### config.mk
export PLATFORM = sky130hd
export DESIGN_NAME = mul_mover_nlane
export DESIGN_NICKNAME = d
export VERILOG_FILES = /design/src/rtl/mover_pkg.sv /design/src/rtl/mul_lane.sv /design/src/rtl/mul_mover_nlane.sv
export SDC_FILE = /design/constraint.sdc
export NUM_CORES = 1
export LEC_CHECK = 0
export ABC_AREA = 0
export CORE_MARGIN = 8
export CORE_UTILIZATION = 50
export DETAILED_ROUTE_END_ITERATION = 8
export GPL_TIMING_DRIVEN = 0
export PLACE_DENSITY_LB_ADDON = 0.1
export SLEW_MARGIN = 10
export SYNTH_ARGS = -nofsm -noshare
export SYNTH_HDL_FRONTEND = slang
export SYNTH_HIERARCHICAL = 1
export SYNTH_SLANG_ARGS = --single-unit
### constraint.sdc
create_clock -name clk -period 9.9 [get_ports clk]
set_input_delay 1.485 -clock clk [delete_from_list [all_inputs] [get_ports clk]]
set_output_delay 1.485 -clock clk [all_outputs]
set_load 0.05 [all_outputs]
### src/rtl/mover_pkg.sv
// Shared encodings for the N-lane BRAM multiply mover: job modes, FSM states, pipeline tag.
// Pure declarations; no timing or flow control of its own.
package mover_pkg;

  localparam logic [1:0] MODE_MUL_U = 2'b00;
  localparam logic [1:0] MODE_MUL_S = 2'b01;
  localparam logic [1:0] MODE_MAC_U = 2'b10;
  localparam logic [1:0] MODE_PASS  = 2'b11;

  localparam logic [1:0] S_IDLE  = 2'd0;
  localparam logic [1:0] S_RUN   = 2'd1;
  localparam logic [1:0] S_DRAIN = 2'd2;
  localparam logic [1:0] S_DONE  = 2'd3;

  // Travels alongside the BRAM0 read data; 'last' marks the final word of a job.
  typedef struct packed {
    logic vld;
    logic last;
  } pipe_tag_t;

endpackage

### src/rtl/mul_lane.sv
// One multiplier lane: registered W x W product (signed/unsigned) plus a running accumulator.
// Latency 1 cycle from i_vld to o_vld; no backpressure, accepts a pair every cycle.
module mul_lane #(
  parameter int W = 8
) (
  input  logic           clk,
  input  logic           reset,
  input  logic           i_vld,
  input  logic           i_signed,
  input  logic           i_acc_clr,
  input  logic           i_acc_en,
  input  logic [W-1:0]   i_a,
  input  logic [W-1:0]   i_b,
  output logic           o_vld,
  output logic [2*W-1:0] o_prod,
  output logic [2*W-1:0] o_acc
);

  logic [2*W-1:0] w_a_ext;
  logic [2*W-1:0] w_b_ext;
  logic [2*W-1:0] w_prod;
  logic           r_vld;
  logic [2*W-1:0] r_prod;
  logic [2*W-1:0] r_acc;

  // The low 2W bits of the sign-extended product are the exact signed product.
  assign w_a_ext = {{W{i_signed & i_a[W-1]}}, i_a};
  assign w_b_ext = {{W{i_signed & i_b[W-1]}}, i_b};
  assign w_prod  = w_a_ext * w_b_ext;

  always_ff @(posedge clk) begin
    if (reset) begin
      r_vld  <= 1'b0;
      r_prod <= '0;
      r_acc  <= '0;
    end else begin
      r_vld <= i_vld;
      if (i_vld) r_prod <= w_prod;
      // Accumulator adds the raw product at the same edge so the sum is ready with the last product.
      if (i_acc_clr) r_acc <= '0;
      else if (i_acc_en && i_vld) r_acc <= r_acc + w_prod;
    end
  end

  assign o_vld  = r_vld;
  assign o_prod = r_prod;
  assign o_acc  = r_acc;

endmodule

### src/rtl/mul_mover_nlane.sv
// Streams words from BRAM0, splits them into NUM_LANES operand pairs, multiplies/accumulates/passes into BRAM1.
// Read-to-write latency 2 cycles (job period N+4); no backpressure, BRAMs are always ready.
module mul_mover_nlane
  import mover_pkg::*;
#(
  parameter int NUM_LANES     = 4,
  parameter int IN_DATA_WIDTH = 8,
  parameter int AWIDTH        = 12,
  parameter int CNT           = 31,
  parameter int DWIDTH        = 2*NUM_LANES*IN_DATA_WIDTH
) (
  input  logic              clk,
  input  logic              reset,
  input  logic              i_run,
  input  logic [1:0]        i_mode,
  input  logic [CNT-1:0]    i_num_cnt,
  input  logic [AWIDTH-1:0] i_src_base,
  input  logic [AWIDTH-1:0] i_dst_base,
  output logic              o_idle,
  output logic              o_read,
  output logic              o_write,
  output logic              o_done,
  output logic [AWIDTH-1:0] addr_b0,
  output logic              ce_b0,
  output logic              we_b0,
  output logic [DWIDTH-1:0] d0_b0,
  input  logic [DWIDTH-1:0] q0_b0,
  output logic [AWIDTH-1:0] addr_b1,
  output logic              ce_b1,
  output logic              we_b1,
  output logic [DWIDTH-1:0] d0_b1,
  input  logic [DWIDTH-1:0] q0_b1
);

  localparam int W = IN_DATA_WIDTH;
  localparam logic [AWIDTH-1:0] A_ONE = AWIDTH'(1);
  localparam logic [CNT-1:0]    C_ONE = CNT'(1);

  logic [1:0]        r_state;
  logic [1:0]        r_mode;
  logic [CNT-1:0]    r_num;
  logic [CNT-1:0]    r_rd_cnt;
  logic [AWIDTH-1:0] r_rd_addr;
  logic [AWIDTH-1:0] r_wr_addr;
  logic              r_drain;
  pipe_tag_t         r_s1;
  logic              r_s2_last;
  logic [DWIDTH-1:0] r_pass_dat;

  logic                 w_run;
  logic                 w_rd_last;
  logic                 w_wr_vld;
  logic                 w_wr_stb;
  logic [NUM_LANES-1:0] w_lane_vld;
  logic [DWIDTH-1:0]    w_prod_cat;
  logic [DWIDTH-1:0]    w_acc_cat;
  logic [DWIDTH-1:0]    w_wr_dat;
  logic                 w_unused_q1;

  assign w_run       = (r_state == S_RUN);
  assign w_rd_last   = (r_rd_cnt == r_num - C_ONE);
  assign w_wr_vld    = &w_lane_vld;
  // MAC emits only the final sums, so it waits for the word tagged last.
  assign w_wr_stb    = w_wr_vld && ((r_mode != MODE_MAC_U) || r_s2_last);
  assign w_unused_q1 = ^q0_b1;

  always_ff @(posedge clk) begin
    if (reset) begin
      r_state    <= S_IDLE;
      r_mode     <= MODE_MUL_U;
      r_num      <= '0;
      r_rd_cnt   <= '0;
      r_rd_addr  <= '0;
      r_wr_addr  <= '0;
      r_drain    <= 1'b0;
      r_s1       <= '0;
      r_s2_last  <= 1'b0;
      r_pass_dat <= '0;
    end else begin
      r_s1.vld   <= w_run;
      r_s1.last  <= w_run && w_rd_last;
      r_s2_last  <= r_s1.last;
      r_pass_dat <= q0_b0;
      if (w_wr_stb) r_wr_addr <= r_wr_addr + A_ONE;

      case (r_state)
        S_IDLE: begin
          if (i_run) begin
            r_mode    <= i_mode;
            r_num     <= i_num_cnt;
            r_rd_addr <= i_src_base;
            r_wr_addr <= i_dst_base;
            r_rd_cnt  <= '0;
            r_state   <= (i_num_cnt == '0) ? S_DONE : S_RUN;
          end
        end
        S_RUN: begin
          r_rd_addr <= r_rd_addr + A_ONE;
          r_rd_cnt  <= r_rd_cnt + C_ONE;
          if (w_rd_last) begin
            r_drain <= 1'b0;
            r_state <= S_DRAIN;
          end
        end
        S_DRAIN: begin
          // Two drain cycles: one for the BRAM read, one for the lane register.
          r_drain <= 1'b1;
          if (r_drain) r_state <= S_DONE;
        end
        default: r_state <= S_IDLE;
      endcase
    end
  end

  genvar k;
  for (k = 0; k < NUM_LANES; k++) begin : g_lane
    mul_lane #(.W(W)) u_lane (
      .clk       (clk),
      .reset     (reset),
      .i_vld     (r_s1.vld),
      .i_signed  (r_mode == MODE_MUL_S),
      .i_acc_clr (r_state == S_IDLE && i_run),
      .i_acc_en  (r_mode == MODE_MAC_U),
      .i_a       (q0_b0[2*k*W +: W]),
      .i_b       (q0_b0[(2*k+1)*W +: W]),
      .o_vld     (w_lane_vld[k]),
      .o_prod    (w_prod_cat[2*k*W +: 2*W]),
      .o_acc     (w_acc_cat[2*k*W +: 2*W])
    );
  end

  always_comb begin
    w_wr_dat = '0;
    if (w_wr_stb) begin
      case (r_mode)
        MODE_PASS:  w_wr_dat = r_pass_dat;
        MODE_MAC_U: w_wr_dat = w_acc_cat;
        default:    w_wr_dat = w_prod_cat;
      endcase
    end
  end

  assign o_idle  = (r_state == S_IDLE);
  assign o_read  = w_run;
  assign o_write = r_s1.vld || w_wr_vld;
  assign o_done  = (r_state == S_DONE);

  assign ce_b0   = w_run;
  assign addr_b0 = w_run ? r_rd_addr : '0;
  assign we_b0   = 1'b0;
  assign d0_b0   = '0;

  assign ce_b1   = w_wr_stb;
  assign we_b1   = w_wr_stb;
  assign addr_b1 = w_wr_stb ? r_wr_addr : '0;
  assign d0_b1   = w_wr_dat;

endmodule

==> flow_metrics.py <==
metrics = {
    "setup_path": {
        "endpoint_kind": "register",
        "cp_max_fo": 10,
        "worstSetupPathType": "reg2reg",
        "cpPeakStageDelay_ps": 600,
        "cp.required_ps": 10360,
        "arrival_ps": 9790,
        "cp_common_cell": "fa_1",
        "cpMaxStageDelayCell": "buf_1",
        "crit_path_start_kind": "register",
    },
    "die": {
        "core_area_sq_um": 53500,
        "num_rows": 85,
        "dieArea_sq_um": 61500,
        "die_x_um": 248,
        "ios": 348,
        "fp.dieH_um": 248,
        "initial_core_util_pct": 50.3,
    },
    "yosys": {
        "synthCells": 3117,
        "async_flop_share_pct": 0,
        "synth-seq-area-share_pct": 21.6,
        "synth_top_flop_cell": "dfxtp_1",
        "synth.cell_area_sq_um": 26900,
        "synth_cell_types": 92,
        "ys_ff_latch": 290,
        "syn_area_per_cell_sq_um": 8.64,
        "yosys_warnings": 6,
        "synth_edf_count": 0,
    },
    "power": {
        "clkPwrFrac_pct": 17.8,
        "p_int_mw": 3.90,
        "powerDensity_nw_per_um2": 227,
        "p_leak_nw": 13.6,
        "switching_share_pct": 45.4,
        "finalPower_mw": 7.13,
        "combPwrFrac_pct": 62.1,
        "ir_drop_uv": 159,
        "switchingPower_mw": 3.24,
        "pwr-share-seq_pct": 20.1,
    },
    "clock_network": {
        "htree_levels": 2,
        "postCtsSetupRepairBufs": 0,
        "clk_pin_slew_ps": 60,
        "ctsRootBufferMaster": "clkbuf_16",
        "insertion_delay_ps": 540,
        "clk_path_buf_depth": 3,
        "cts_buffers": 35,
        "cts_hold_buf": 0,
        "cts.sinks": 290,
        "cts_tree": "built",
    },
    "timing": {
        "period_share_pct": 94.2,
        "rsz0062_at_grt": "no",
        "fin_worst_skew_ps": 18.4,
        "max_freq_mhz": 107,
        "setup_viol": 0,
        "min_period_ps": 9330,
        "worstMarginPinSlew_ps": 1210,
        "holdWs_ps": 455,
        "drv_slew": 0,
        "max-slew-margin-rel_pct": 19.1,
        "worst_slack_ps": 570,
        "hold_violations": 0,
    },
    "grt": {
        "grt_first_pass_wirelength_um": 119000,
        "grt_pass1_vias": 23119,
        "grt-ovfl-total": 0,
        "grt_use_total_pct": 24.1,
        "grt_max_degree": 16,
        "antenna_found_initial": 1,
    },
    "layout": {
        "n_fill_cell": 4836,
        "drive_gt1_share_pct": 5.20,
        "register_area_sq_um": 5810,
        "multi_input_area_sq_um": 19200,
        "syn_to_final_growth_pct": 16.5,
        "nets": 4081,
        "fin_util_pct": 58.6,
    },
    "drt": {
        "via_per_inst": 5.38,
        "wirelength_um": 74400,
        "vias": 22354,
        "firstDrtPassIters": 7,
        "route.met2.wl_um": 37200,
        "first_iter_violations": 1305,
        "top_layer": "met4",
        "met3_length_um": 3430,
        "avgRoutedWirePerCell_um": 17.9,
        "wl_met1_um": 31100,
        "ant_nets": 0,
        "route.detailed.drc": 0,
    },
    "place": {
        "pre_cts_slack_ps": 38.7,
        "hpwl_um": 59900,
        "gp_congestion": 0.902,
        "port_buffers": 218,
    },
    "status": {
        "outcome": "completed",
    },
    "job": {
        "cap_violations": 0,
    },
    "hold_path": {
        "holdCritPathClass": "reg2reg",
    },
}
## path summary, 6_finish.rpt
kind | start | slack, ps | endpoint | cells after the start
setup / recovery | r_mode[0] | 570 | g_lane[1].u_lane/o_acc[15] | 29
hold / removal | r_drain | 450 | r_drain | 2
setup reg to reg | r_mode[0] | 570 | g_lane[1].u_lane/o_acc[15] | 29
hold reg to reg | r_drain | 450 | r_drain | 2
## flip-flops by register name, summed over array words and instances (netlist names)
| name | flops |
|---|---|
| g_lane.u_lane/o_acc | 64 |
| g_lane.u_lane/o_prod | 64 |
| r_pass_dat | 64 |
| r_num | 31 |
| r_rd_cnt | 31 |
| r_rd_addr | 12 |
| r_wr_addr | 12 |
| g_lane.u_lane/o_vld | 4 |
| r_mode | 2 |
| r_s1 | 2 |
| r_state | 2 |
| r_drain | 1 |
| r_s2_last | 1 |
## timing repair
item,4_1_cts,5_1_grt
pin swaps,0,0
endpoints found under the setup margin,1,1
resized for setup,1,1
cloned,0,0
## Yosys cell counts, types with 27 or more instances
master / count / share of area, %
xnor2_1: 117 / 3.8
fa_1: 256 / 19
dfxtp_1: 290 / 22
a21oi_1: 144 / 2.7
nor2_1: 283 / 3.9
nor2b_1: 84 / 2.0
inv_1: 288 / 4.0
nor3_1: 27 / 0.50
ha_1: 201 / 9.3
a211oi_1: 95 / 2.6
mux2i_1: 132 / 4.9
xor2_1: 69 / 2.2
clkbuf_1: 118 / 1.6
o21ai_0: 51 / 0.95
nand3_1: 39 / 0.73
nand2_1: 346 / 4.8
and3_1: 33 / 0.77
and2_1: 162 / 3.8
buf_4: 68 / 1.9
## cells by family (layout without fill, tap and decap cells)
group,after synthesis,in the layout,synth area share [%]
buf+inv,499,777,8.01
simple gates,1105,1105,20.0
other cells,1,66,0.0139
xor+xnor,187,187,6.13
flops,290,290,21.6
mux,134,134,4.99
compound gates,444,444,10.9
fa+ha+maj,457,457,28.4
## power by group through the flow
stage                     clock network (mW)  registers, mW  logic (mW)
after floorplan                            0           1.41        3.41
after global placement                     0           1.45        4.32
after detailed placement                   0           1.45        4.42
after CTS                               1.30           1.43        4.45
after global routing                    1.35           1.45        4.98
final                                   1.27           1.43        4.43
## cell type report
class	count	area share [%]
Multi-Input combinational cell	2392	61.3
Sequential cell	290	18.5
Timing Repair Buffer	218	6.96
Inverter	289	3.46
Buffer	210	3.42
Clock buffer	53	3.40
Tap cell	696	2.78
Clock inverter	7	0.200
Antenna cell	1	0.00798
## placed cells by master (no fill, tap or decap), types with 33 or more instances in the layout
cell type | Yosys | layout
conb_1 | 1 | 65
clkbuf_16 | 0 | 37
fa_1 | 256 | 256
nor2_1 | 283 | 283
a21oi_1 | 144 | 144
nor2b_1 | 84 | 83
buf_4 | 68 | 68
xnor2_1 | 117 | 117
inv_1 | 288 | 288
dfxtp_1 | 290 | 290
nand2_1 | 346 | 346
mux2i_1 | 132 | 132
o21ai_0 | 51 | 51
ha_1 | 201 | 201
and3_1 | 33 | 33
a211oi_1 | 95 | 95
xor2_1 | 69 | 69
and2_1 | 162 | 162
clkdlybuf4s50_1 | 0 | 218
nand3_1 | 39 | 39
clkbuf_1 | 118 | 125
## metal layers
layer	track usage, %	vias to the layer above
met2	42.5	546
li1	-	10772
met4	9.06	0
met5	0	-
met1	29.6	10883
met3	3.48	153
## critical path, delay by kind of cell (launching register included)
| family | cells | cell delay (ps) |
|---|---|---|
| compound gates | 6 | 1140 |
| simple gates | 6 | 1950 |
| xor+xnor | 2 | 590 |
| fa+ha+maj | 7 | 3290 |
| buf+inv | 8 | 1890 |
| flops | 1 | 370 |
## per-stage QoR
stage	instance area, sq um	setup TNS [ps]	cells
finish	31400	0	4156
global route	31400	0	4156
CTS	31300	0	4155
detailed placement	30200	0	4095
global placement	30200	-239	4095
floorplan	27200	0	3181
Note: power is estimated with default switching activity, not from simulation.
